--- config.mk ---
export PLATFORM = sky130hd
export DESIGN_NAME = arbitro_mantenimiento
export DESIGN_NICKNAME = d
export VERILOG_FILES = /design/src/rtl/arbitro_pkg.sv /design/src/rtl/arbitro_mantenimiento_selector_rr.sv /design/src/rtl/arbitro_mantenimiento.sv
export SDC_FILE = /design/constraint.sdc
export NUM_CORES = 1
export LEC_CHECK = 0
export ABC_AREA = 0
export ABC_CLOCK_PERIOD_IN_PS = 2710
export BUFFER_PORTS_ARGS = -buffer_cell sky130_fd_sc_hd__buf_2
export CORE_MARGIN = 3
export CORE_UTILIZATION = 55
export CTS_BUF_LIST = sky130_fd_sc_hd__clkbuf_8
export DETAILED_ROUTE_END_ITERATION = 8
export PLACE_DENSITY = 0.8
export SYNTH_ARGS = -nofsm -noshare
export SYNTH_HDL_FRONTEND = slang
export SYNTH_SLANG_ARGS = --single-unit
--- constraint.sdc ---
create_clock -name reloj -period 2.71 [get_ports reloj]
set_input_delay 0.6775 -clock reloj [delete_from_list [all_inputs] [get_ports reloj]]
set_output_delay 0.6775 -clock reloj [all_outputs]
set_load 0.05 [all_outputs]
--- src/rtl/arbitro_pkg.sv ---
// Shared types and helpers for the maintenance-unit arbiter.
// Holds the FSM state enum, the completed-grant saturation limit and a one-hot-to-index helper.
package arbitro_pkg;

    typedef enum logic [1:0] {
        REPOSO       = 2'b00,
        ACTIVO       = 2'b01,
        ENFRIAMIENTO = 2'b10,
        ERROR        = 2'b11
    } estado_arb_t;

    localparam logic [7:0] CONT_MAX = 8'd255;

    // Index of the set bit of a one-hot word (up to 16 requesters).
    function automatic logic [3:0] onehot_a_idx(input logic [15:0] oh);
        logic [3:0] r;
        r = '0;
        for (int i = 0; i < 16; i++) begin
            if (oh[i]) begin
                r = 4'(i);
            end
        end
        return r;
    endfunction

endpackage

--- src/rtl/arbitro_mantenimiento_selector_rr.sv ---
// selector_rr: combinational requester search.
// Ports: solicitud (requests), puntero (search start) -> idx (winner), valido (any request).
// Macro ARB_PRIORIDAD_FIJA_EN: lowest set index wins and puntero is ignored.
module selector_rr
    import arbitro_pkg::*;
#(
    parameter int N_SOLIC = 4,
    parameter int ID_W    = $clog2(N_SOLIC)
) (
    input  logic [N_SOLIC-1:0] solicitud,
    input  logic [ID_W-1:0]    puntero,
    output logic [ID_W-1:0]    idx,
    output logic               valido
);

`ifdef ARB_PRIORIDAD_FIJA_EN
    logic unused_puntero;
    assign unused_puntero = ^puntero;

    // Scan downward so the lowest set index is the last one written.
    always_comb begin
        idx    = '0;
        valido = 1'b0;
        for (int i = N_SOLIC - 1; i >= 0; i--) begin
            if (solicitud[i]) begin
                idx    = ID_W'(i);
                valido = 1'b1;
            end
        end
    end
`else
    logic [ID_W-1:0] cand;

    // Scan offsets from farthest to nearest; the nearest set bit at or
    // after puntero (with wrap) is the last one written.
    always_comb begin
        idx    = '0;
        valido = 1'b0;
        cand   = '0;
        for (int k = N_SOLIC - 1; k >= 0; k--) begin
            cand = ID_W'((int'(puntero) + k) % N_SOLIC);
            if (solicitud[cand]) begin
                idx    = cand;
                valido = 1'b1;
            end
        end
    end
`endif

endmodule

--- src/rtl/arbitro_mantenimiento.sv ---
// Round-robin arbiter with hold-time watchdog for the shared maintenance unit.
// Ports: reloj, reset (async, active low), solicitud, liberar, limpiar_error in;
// concesion (one-hot grant), estado_actual, error_flag, error_id, estado_registro out.
// Macro ARB_PRIORIDAD_FIJA_EN selects fixed lowest-index priority instead of round-robin.
module arbitro_mantenimiento
    import arbitro_pkg::*;
#(
    parameter int N_SOLIC = 4,
    parameter int TIMEOUT = 16,
    parameter int ID_W    = $clog2(N_SOLIC)
) (
    input  logic               reloj,
    input  logic               reset,
    input  logic [N_SOLIC-1:0] solicitud,
    input  logic [N_SOLIC-1:0] liberar,
    input  logic               limpiar_error,
    output logic [N_SOLIC-1:0] concesion,
    output logic [1:0]         estado_actual,
    output logic               error_flag,
    output logic [ID_W-1:0]    error_id,
    output logic [7:0]         estado_registro
);

    localparam int T_W = $clog2(TIMEOUT);

    estado_arb_t        estado, estado_sig;
    logic [N_SOLIC-1:0] conc_sig;
    logic [T_W-1:0]     timer, timer_sig;
    logic [ID_W-1:0]    puntero;
    logic [ID_W-1:0]    sel_idx, gnt_idx, err_id_sig;
    logic               sel_valido, err_sig;
    logic [7:0]         cont_sig;
    logic               lib_g, sol_g, vence;

    assign estado_actual = estado;

    selector_rr #(
        .N_SOLIC (N_SOLIC),
        .ID_W    (ID_W)
    ) u_sel (
        .solicitud (solicitud),
        .puntero   (puntero),
        .idx       (sel_idx),
        .valido    (sel_valido)
    );

    assign gnt_idx = ID_W'(onehot_a_idx(16'(concesion)));
    assign lib_g   = liberar[gnt_idx];
    assign sol_g   = solicitud[gnt_idx];
    assign vence   = (timer == T_W'(TIMEOUT - 1));

`ifdef ARB_PRIORIDAD_FIJA_EN
    assign puntero = '0;
`else
    logic [ID_W-1:0] puntero_sig;

    assign puntero_sig = (sel_idx == ID_W'(N_SOLIC - 1)) ?
                         '0 : sel_idx + 1'b1;

    // Advance only when a grant is issued from REPOSO.
    always_ff @(posedge reloj or negedge reset) begin
        if (!reset) begin
            puntero <= '0;
        end else if (estado == REPOSO && sel_valido) begin
            puntero <= puntero_sig;
        end
    end
`endif

    always_comb begin
        estado_sig = estado;
        conc_sig   = concesion;
        timer_sig  = timer;
        err_sig    = error_flag;
        err_id_sig = error_id;
        cont_sig   = estado_registro;
        unique case (estado)
            REPOSO: begin
                if (sel_valido) begin
                    conc_sig   = {{(N_SOLIC-1){1'b0}}, 1'b1} << sel_idx;
                    timer_sig  = '0;
                    estado_sig = ACTIVO;
                end
            end
            ACTIVO: begin
                timer_sig = timer + 1'b1;
                // Release has priority over both abandonment and timeout.
                if (lib_g) begin
                    conc_sig   = '0;
                    estado_sig = ENFRIAMIENTO;
                    if (estado_registro != CONT_MAX) begin
                        cont_sig = estado_registro + 8'd1;
                    end
                end else if (!sol_g) begin
                    conc_sig   = '0;
                    estado_sig = ENFRIAMIENTO;
                end else if (vence) begin
                    conc_sig   = '0;
                    err_sig    = 1'b1;
                    err_id_sig = gnt_idx;
                    estado_sig = ERROR;
                end
            end
            ENFRIAMIENTO: begin
                estado_sig = REPOSO;
            end
            ERROR: begin
                if (limpiar_error) begin
                    err_sig    = 1'b0;
                    estado_sig = REPOSO;
                end
            end
            default: begin
                estado_sig = REPOSO;
            end
        endcase
    end

    always_ff @(posedge reloj or negedge reset) begin
        if (!reset) begin
            estado <= REPOSO;
        end else begin
            estado <= estado_sig;
        end
    end

    always_ff @(posedge reloj or negedge reset) begin
        if (!reset) begin
            concesion       <= '0;
            timer           <= '0;
            error_flag      <= 1'b0;
            error_id        <= '0;
            estado_registro <= '0;
        end else begin
            concesion       <= conc_sig;
            timer           <= timer_sig;
            error_flag      <= err_sig;
            error_id        <= err_id_sig;
            estado_registro <= cont_sig;
        end
    end

endmodule

# Word level (Yosys, flattened, before mapping)
# Cells that the tools add are included.
[totals]
ff_bits = 23
out_inout_bits = 17
elab_cells = 84
[op_classes]
addsub = 6
magnitude_cmp = 5
eq_ne = 12
shifts = 1
n_mux = 42
bitwise_logic = 1
n_reduce_logical = 10
[ops]
columns = ["cell", "n"]
rows = [
  ["$mux W2", 12],
  ["$mux W4", 5],
  ["$pmux W4 S2", 2],
  ["$lt A2 B3 Y1 const B", 5],
  ["$mux W1", 15],
  ["$bmux W1 S2", 6],
  ["$ne A2 B2 Y1 const B", 5],
  ["$reduce_and A3 Y1", 3],
  ["$add A8 B1 Y8 const B", 1],
  ["$ne A8 B8 Y1 const B", 1],
  ["$pmux W2 S4", 1],
  ["$eq A2 B2 Y1 const B", 3],
  ["$reduce_and A5 Y1", 1],
  ["$add A2 B1 Y2 const B", 2],
  ["$add A2 B2 Y2 const B", 2],
  ["$add A4 B1 Y4 const B", 1],
  ["$eq A4 B4 Y1 const B", 1],
  ["$ne A4 B4 Y1 const B", 1],
  ["$reduce_and A4 Y1", 1],
  ["$reduce_bool A2 Y1", 2],
  ["$shl A1 B2 Y4 const A", 1],
  ["$eq A2 B1 Y1 const B", 1],
  ["$logic_not A2 Y1", 1],
  ["$pmux W1 S2", 1],
  ["other kinds (3)", 3],
]

# Longest topological paths before layout
# Gate-level depths: netlist (run 1).
[logic_depth]
depth_word = 10
mapped_depth = 8

# By module
# From an unflattened synthesis (run 1), not the netlist that was laid out.
[unflattened]
cells_unflattened = 136
area_unflattened_um2 = 1355.0
[by_module_without_submodules]
columns = ["mod", "instances", "cells_each", "area_per_inst_um2", "seq_area_each_um2"]
rows = [
  ["arbitro_mantenimiento", 1, 123, 1277.5, 575.6],
  ["selector_rr", 1, 13, 77.6, 0.0],
]

# Least setup slack after synthesis (run 1)
# OpenSTA, ideal clock, no wires.
[synth_timing]
path_kind = "register to register"
from = "reg estado[1] (netlist: estado_actual[1])"
to = "reg estado_registro[6]"
setup_ns = 0.125
t_arrival_ns = 1.954
setup_slack_ns = 0.632
stages_incl_launch_ff = 6
path_buffers = 1
path_cell_list = "dfrtp_1 > clkbuf_8 > nand2b_1 > a2111o_1 > nor3_1 > mux2_2"
[synth_via]
elab_chain_cells = 2
[synth_rtl]
columns = ["item", "line_no", "text"]
rows = [
  ["start, declared", "arbitro_mantenimiento.sv:26", "estado_arb_t estado, estado_sig;"],
  ["start signal, assigned", "arbitro_mantenimiento.sv:123", "estado <= estado_sig;"],
  ["$eq A2 B1 Y1", "arbitro_mantenimiento.sv:77", "unique case (estado)"],
  ["$reduce_and A3 Y1 (no line)", "-", ""],
  ["end signal, assigned", "arbitro_mantenimiento.sv:139", "estado_registro <= cont_sig;"],
  ["end, declared", "arbitro_mantenimiento.sv:21", "output logic [7:0] estado_registro"],
]
# No other way between the ends.
# A chain may end at the register's enable or synchronous reset.

# Worst setup path after layout (run 1)
# Same ends and word-level chain as after synthesis.

==> results.md, run 1 <==
- TritonRoute pass-1 iters: 4
- Setup TNS: 0 ns
- Yosys warning total: 0
- Hold violation count in the final report: 0
- Register area: 575.6 um2
- Fin util: 68.26%
- Setup Skew: 0.002394 ns
- Place WS: 0.5644 ns
- Vias in the first global route: 1030
- Static leakage: 0.7165 nW
- Inserted Clock Buffers: 3
- Hold Path Class: primary input to asynchronous set/reset pin
- Layout area overhead: 15.82%
- Post-CTS setup buffers: 0
- Hold buffer count at CTS: 0
- Power per cell area: 1183 mW/mm2
- Finish-stage setup viols: 0
- Clock latency on the worst-skew pair: 0.26 ns
- Layout fillers: 188
- Max-Cap Viols: 0
- First-pass GRT wire length: 4.367 mm
- Via count: 1128
- Critical Path AT: 2.06 ns
- Row count: 17
- Largest net degree at the start of global routing: 24
- CTS H-tree depth: 1
- Number of flops mapped to enable cells by yosys: 0
- Design area: 0.001539 mm2
- Die span in x: 55.15 um
- RSZ-0062 raised after global routing: no
- Startpoint Class: flip-flop
- Initial Utilization: 58.93%
- Critical Path RT: 2.86 ns
- Relative slew slack: 55.80%
- Dpl cells: 190
- ANT nets after route: 0
- Gr usage total: 19.99%
- Max rail drop VDD: 616.8 uV
- Worst Max-Slew Pin Slew: 0.6580 ns
- Post-route DRC: 0
- Fmax: 523.9 MHz
- Setup WS post-layout: 0.8011 ns
- Final hold slack: 0.3772 ns
- CTS tree: yes
- Mapped Area: 0.001329 mm2
- Synthesized area per cell: 9.770 um2
- Core Area: 0.002255 mm2
- Routability cong.: 0.8160
- Asr flop ratio synth: 100.0%
- Final nets: 184
- Final Cycle Share: 70.44%
- DR vias/cell: 5.814
- Routed WL: 2.800 mm
- Final HPWL DP: 2.126 mm
- Port-buffer cells: 27
- N_diodes: 0
- Crit end category: flip-flop
- Final std cells w/o fill: 194
- Post-Place Cell Area: 0.001493 mm2
- Die Y: 55.15 um
- Ports: 28
- Synth Flop Type: dfrtp_1
- Commonest non-fill, non-tap cell in the layout: buf_2
- Die area: 0.003042 mm2
- Outcome: finished clean
- Multi-input combinational cell area: 701.9 um2
- Seq/Total Area, Yosys: 43.31%
- Most frequent cells in the layout: 27 x buf_2, 23 x dfrtp_1, 15 x nand2_1
- Clk buf depth: 2
- Clk root buf: clkbuf_8
- PostCTS Resize Cnt: 0
- Min cycle time layout: 1.909 ns
- Worst setup path class: flip-flop to flip-flop
- Net Count, Synth: 153
- DR WL/cell: 14.43 um
- Overall power: 1.820 mW
- Yosys reg bits: 23
- Worst-path clk slew: 0.08 ns
- Synth cell types: 35
- Critical-path maximum fanout: 10
- Congestion Overflow GR: 0
- Number of clock sinks: 23
- Cell count after synthesis: 136
- Slew Viols, Final: 0
- Layout cells sized above 1: 25.30%
- Drt first-iter violations: 31
- Initial antenna violation count: 0
## worst max-delay path, stage by stage (launching register included)
cell and delay [ns]:
dfrtp_1 0.49, nand2b_1 0.23, a2111o_1 0.51, nor3_1 0.22
mux2_2 0.35
## cells in the mapped netlist, drive strengths merged, types with 2 or more instances
cell type | count | share of area [%]
dfrtp | 23 | 43
nand2 | 15 | 4.2
o21ai | 8 | 3.0
inv | 7 | 2.0
nand3 | 7 | 2.6
a21oi | 6 | 2.3
ha | 6 | 5.6
mux2 | 6 | 5.1
xor2 | 6 | 4.0
a21o | 5 | 2.8
nor3 | 5 | 1.9
mux2i | 4 | 3.0
nor2 | 4 | 1.1
a22o | 3 | 2.0
a31oi | 3 | 1.4
clkbuf | 3 | 1.6
nor2b | 3 | 1.4
nor3b | 3 | 1.7
nor4 | 3 | 1.4
nand2b | 2 | 0.94
nand4 | 2 | 0.94
## cell type report
| cell class | instances | area share, % |
|---|---|---|
| flip-flops and latches | 23 | 37.40 |
| clock inverters | 1 | 0.3252 |
| clock buffers | 3 | 2.683 |
| multi-input cells | 102 | 45.61 |
| inverters | 8 | 1.951 |
| repair buffers | 29 | 9.756 |
| well taps | 28 | 2.276 |
## layer usage
metal	vias to the layer above	track usage (%)	wire length, um
li1	555	-	-
met1	543	24.20	1211
met2	26	36.42	1433
met3	4	2.413	125
met4	0	6.478	29
met5	-	0	0
## where the power goes
part / total, mW / leakage, nW / internal, mW / switching [mW]
combinational: 0.978 / 0.406 / 0.319 / 0.658
sequential: 0.634 / 0.285 / 0.469 / 0.165
clock: 0.209 / 0.0255 / 0.102 / 0.107
## kinds of logic (layout without fill, tap and decap cells)
group | Yosys count | in the layout | synth area share [%]
muxes | 10 | 10 | 8.098
AOI/OAI and AO/OA | 32 | 32 | 16.20
buffers and inverters | 11 | 41 | 3.861
adders and majority gates | 6 | 6 | 5.650
xor gates and xnor gates | 6 | 6 | 3.955
and+or+nand+nor | 48 | 48 | 18.93
DFF | 23 | 23 | 43.31
## flip-flops by register name (all words and copies together), names as in the netlist
name	count
concesion	4
error_flag	1
error_id	2
estado_registro	8
timer	4
puntero	2
estado_actual	2
## final timing paths
kind / from / to / slack, ns / depth (start not counted)
max in group asynchronous: reset / estado_registro[1] / 1.99 / 1
setup / recovery: estado_actual[1] / estado_registro[6] / 0.80 / 4
min in group reloj: estado_registro[4] / estado_registro[4] / 0.51 / 1
hold / removal: reset / timer[3] / 0.38 / 1
hold reg to reg: estado_registro[4] / estado_registro[4] / 0.51 / 1
setup reg to reg: estado_actual[1] / estado_registro[6] / 0.80 / 4
(Power assumes the default switching activity.)
==> run 2: changes to the inputs <==
ABC_CLOCK_PERIOD_IN_PS = 1600   (was 2710)
CORE_UTILIZATION = 50   (was 55)
PLACE_DENSITY = 0.77   (was 0.8)
clock period = 1.6 ns   (was 2.71 ns; I/O delays follow)
==> run 2 against run 1 <==
Net effect: routed wire length up 12%; critical endpoint is now estado_registro[1]; via count up 6.7%; highest routed layer is now met3; largest cell class unchanged; the run now ends with setup timing left; setup slack worse by 0.92 ns; first-iteration DRC count up 130%; sequential power up 64%; clock skew up 0.0033 ns.
==> results.md, run 2 (same netlist as run 1, synthesis figures left out) <==
- Outcome: finished with violations (was finished clean)
- Failing checks: setup timing
- Critical Path RT: 1.75 ns (was 2.86 ns)
- Routed WL: 3.132 mm (was 2.800 mm)
- Final hold slack: 0.08958 ns (was 0.3772 ns)
- Max incr delay on CP: 0.51 ns (about the same)
- Clock latency on the worst-skew pair: 0.26 ns (about the same)
- First-pass GRT wire length: 5.043 mm (was 4.367 mm)
- CP Cell Sequence: nor2b_4, a2111o_1, nor2_2, mux2_4 (was nand2b_1, a2111o_1, nor3_1, mux2_2)
- Row count: 18 (was 17)
- Clk buf depth: 2 (unchanged)
- Critical-path maximum fanout: 7 (was 10)
- Max-Cap Viols: 0 (unchanged)
- Vias in the first global route: 1129 (was 1030)
- DR WL/cell: 14.64 um (was 14.43 um)
- Crit end category: flip-flop (unchanged)
- Port-buffer cells: 27 (unchanged)
- Startpoint Class: flip-flop (unchanged)
- TritonRoute pass-1 iters: 4 (unchanged)
- Min cycle time layout: 1.720 ns (was 1.909 ns)
- ANT nets after route: 0 (unchanged)
- Layout fillers: 179 (was 188)
- Ports: 28 (unchanged)
- Register area: 590.6 um2 (was 575.6 um2)
- Largest register FFs: 8 (unchanged)
- Slew Viols, Final: 0 (unchanged)
- Gr usage total: 19.60% (was 19.99%)
- Critical Path AT: 1.87 ns (was 2.06 ns)
- Worst setup path class: flip-flop to flip-flop (unchanged)
- Setup Skew: 0.005718 ns (was 0.002394 ns)
- Core Area: 0.002500 mm2 (was 0.002255 mm2)
- Place WS: -0.1482 ns (was 0.5644 ns)
- CTS H-tree depth: 1 (unchanged)
- Hold Path Class: primary input to asynchronous set/reset pin (unchanged)
- Finish-stage setup viols: 11 (was 0)
- Worst Setup SP: concesion[3] (was estado_actual[1])
- Hold buffer count at CTS: 0 (unchanged)
- Most frequent cells in the layout: 26 x buf_2, 19 x buf_4, 14 x nand2_1, 13 x dfrtp_1, 9 x dfrtp_2 (was 27 x buf_2, 23 x dfrtp_1, 15 x nand2_1)
- Fin util: 74.62% (was 68.26%)
- Routability cong.: 0.7776 (was 0.8160)
- Final Cycle Share: 107.5% (was 70.44%)
- Crit path max-delay family: compound AO/OA/AOI/OAI gates (unchanged)
- Static leakage: 0.8270 nW (was 0.7165 nW)
- Power per cell area: 2044 mW/mm2 (was 1183 mW/mm2)
- Worst path bufs/invs: 0 (unchanged)
- Congestion Overflow GR: 0 (unchanged)
- Largest register by flop count: estado_registro (unchanged)
- Via count: 1204 (was 1128)
- Relative slew slack: 66.39% (was 55.80%)
- CTS tree: yes (unchanged)
- Die Y: 57.55 um (was 55.15 um)
- N_diodes: 0 (unchanged)
- Multi-input combinational cell area: 864.6 um2 (was 701.9 um2)
- Die span in x: 57.55 um (was 55.15 um)
- Max rail drop VDD: 1537 uV (was 616.8 uV)
- DR vias/cell: 5.626 (was 5.814)
- Die area: 0.003312 mm2 (was 0.003042 mm2)
- Initial Utilization: 53.15% (was 58.93%)
- Final nets: 202 (was 184)
- Post-route DRC: 0 (unchanged)
- Fmax: 581.2 MHz (was 523.9 MHz)
- R2R Path Start: concesion[3] (was estado_actual[1])
- Initial antenna violation count: 0 (unchanged)
- Largest net degree at the start of global routing: 24 (unchanged)
- Worst-path clk slew: 0.08 ns (about the same)
- Layout area overhead: 40.40% (was 15.82%)
- RSZ-0062 raised after global routing: yes (was no)
- Number of clock sinks: 23 (unchanged)
- Largest regs: estado_registro x8, concesion x4, timer x4 (unchanged)
- Worst Max-Slew Pin Slew: 0.5041 ns (was 0.6580 ns)
- Commonest non-fill, non-tap cell in the layout: buf_2 (unchanged)
- Layout cells sized above 1: 50.00% (was 25.30%)
- Critical path's slowest cell: a2111o_1 (unchanged)
- Final HPWL DP: 2.339 mm (was 2.126 mm)
- Clk root buf: clkbuf_8 (unchanged)
- Hold violation count in the final report: 0 (unchanged)
- Drt first-iter violations: 71 (was 31)
- Setup WS post-layout: -0.1204 ns (was 0.8011 ns)
- Inserted Clock Buffers: 3 (unchanged)
run 2: changes by cell type in the layout (fill, tap and decap cells not counted), moves of 4 or more:
| cell | previous run | this run |
|---|---|---|
| buf_4 | 2 | 19 |
| dfrtp_1 | 23 | 13 |
| dfrtp_2 | 0 | 9 |
| o21ai_0 | 7 | 2 |
| ha_1 | 6 | 2 |
| ha_4 | 0 | 4 |
run 2: worst reg2reg max path, cell delays in order (launching register included):
cell      delay, ns
dfrtp_4        0.47
nor2b_4        0.13
a2111o_1       0.51
nor2_2         0.18
mux2_4         0.31
run 2: metal layers:
metal	GRT usage, %	wire, um
met5	0	0
met4	1.987	0
met3	4.977	189
met2	32.90	1555
met1	26.39	1386
run 2: repair_timing:
item                       CTS  global route
setup endpoints to repair   15            18
setup buffers                1             3
resized for setup            4            29
hold endpoints to repair     0             0
pin swaps                    3            10
run 2: final timing paths:
path                                      end  slack, ns  cells past startpoint
min in group reloj           estado_actual[1]       0.43                      4
max in group asynchronous        concesion[3]       1.12                      1
setup reg to reg           estado_registro[1]      -0.12                      4
hold reg to reg            estado_registro[4]       0.48                      1
setup / recovery           estado_registro[1]      -0.12                      4
hold / removal               estado_actual[0]       0.09                      1
run 2: power breakdown:
group	switching, mW	internal [mW]	leakage (nW)	total, mW
combinational	1.46	0.966	0.527	2.42
sequential	0.217	0.822	0.273	1.04
clock	0.180	0.171	0.0269	0.351
total	1.85	1.96	0.827	3.81
run 2: stage by stage:
step                std cells  power (mW)  instance area, um2  TNS, ns
finish                    214       3.813                1866  -0.7968
CTS                       211       3.539                1733  -0.6855
detailed placement        206       3.157                1669   -1.613
global placement          206       3.079                1669  -0.8915
floorplan                 136       2.504                1398   -1.054
global route              214       4.073                1866   -1.956
run 2: area by class of cell:
class	instances	area share, %
multi-input cells	102	46.34
flip-flops and latches	23	31.66
repair buffers	47	15.83
clock buffers	3	2.213
well taps	30	2.012
inverters	8	1.744
clock inverters	1	0.2012
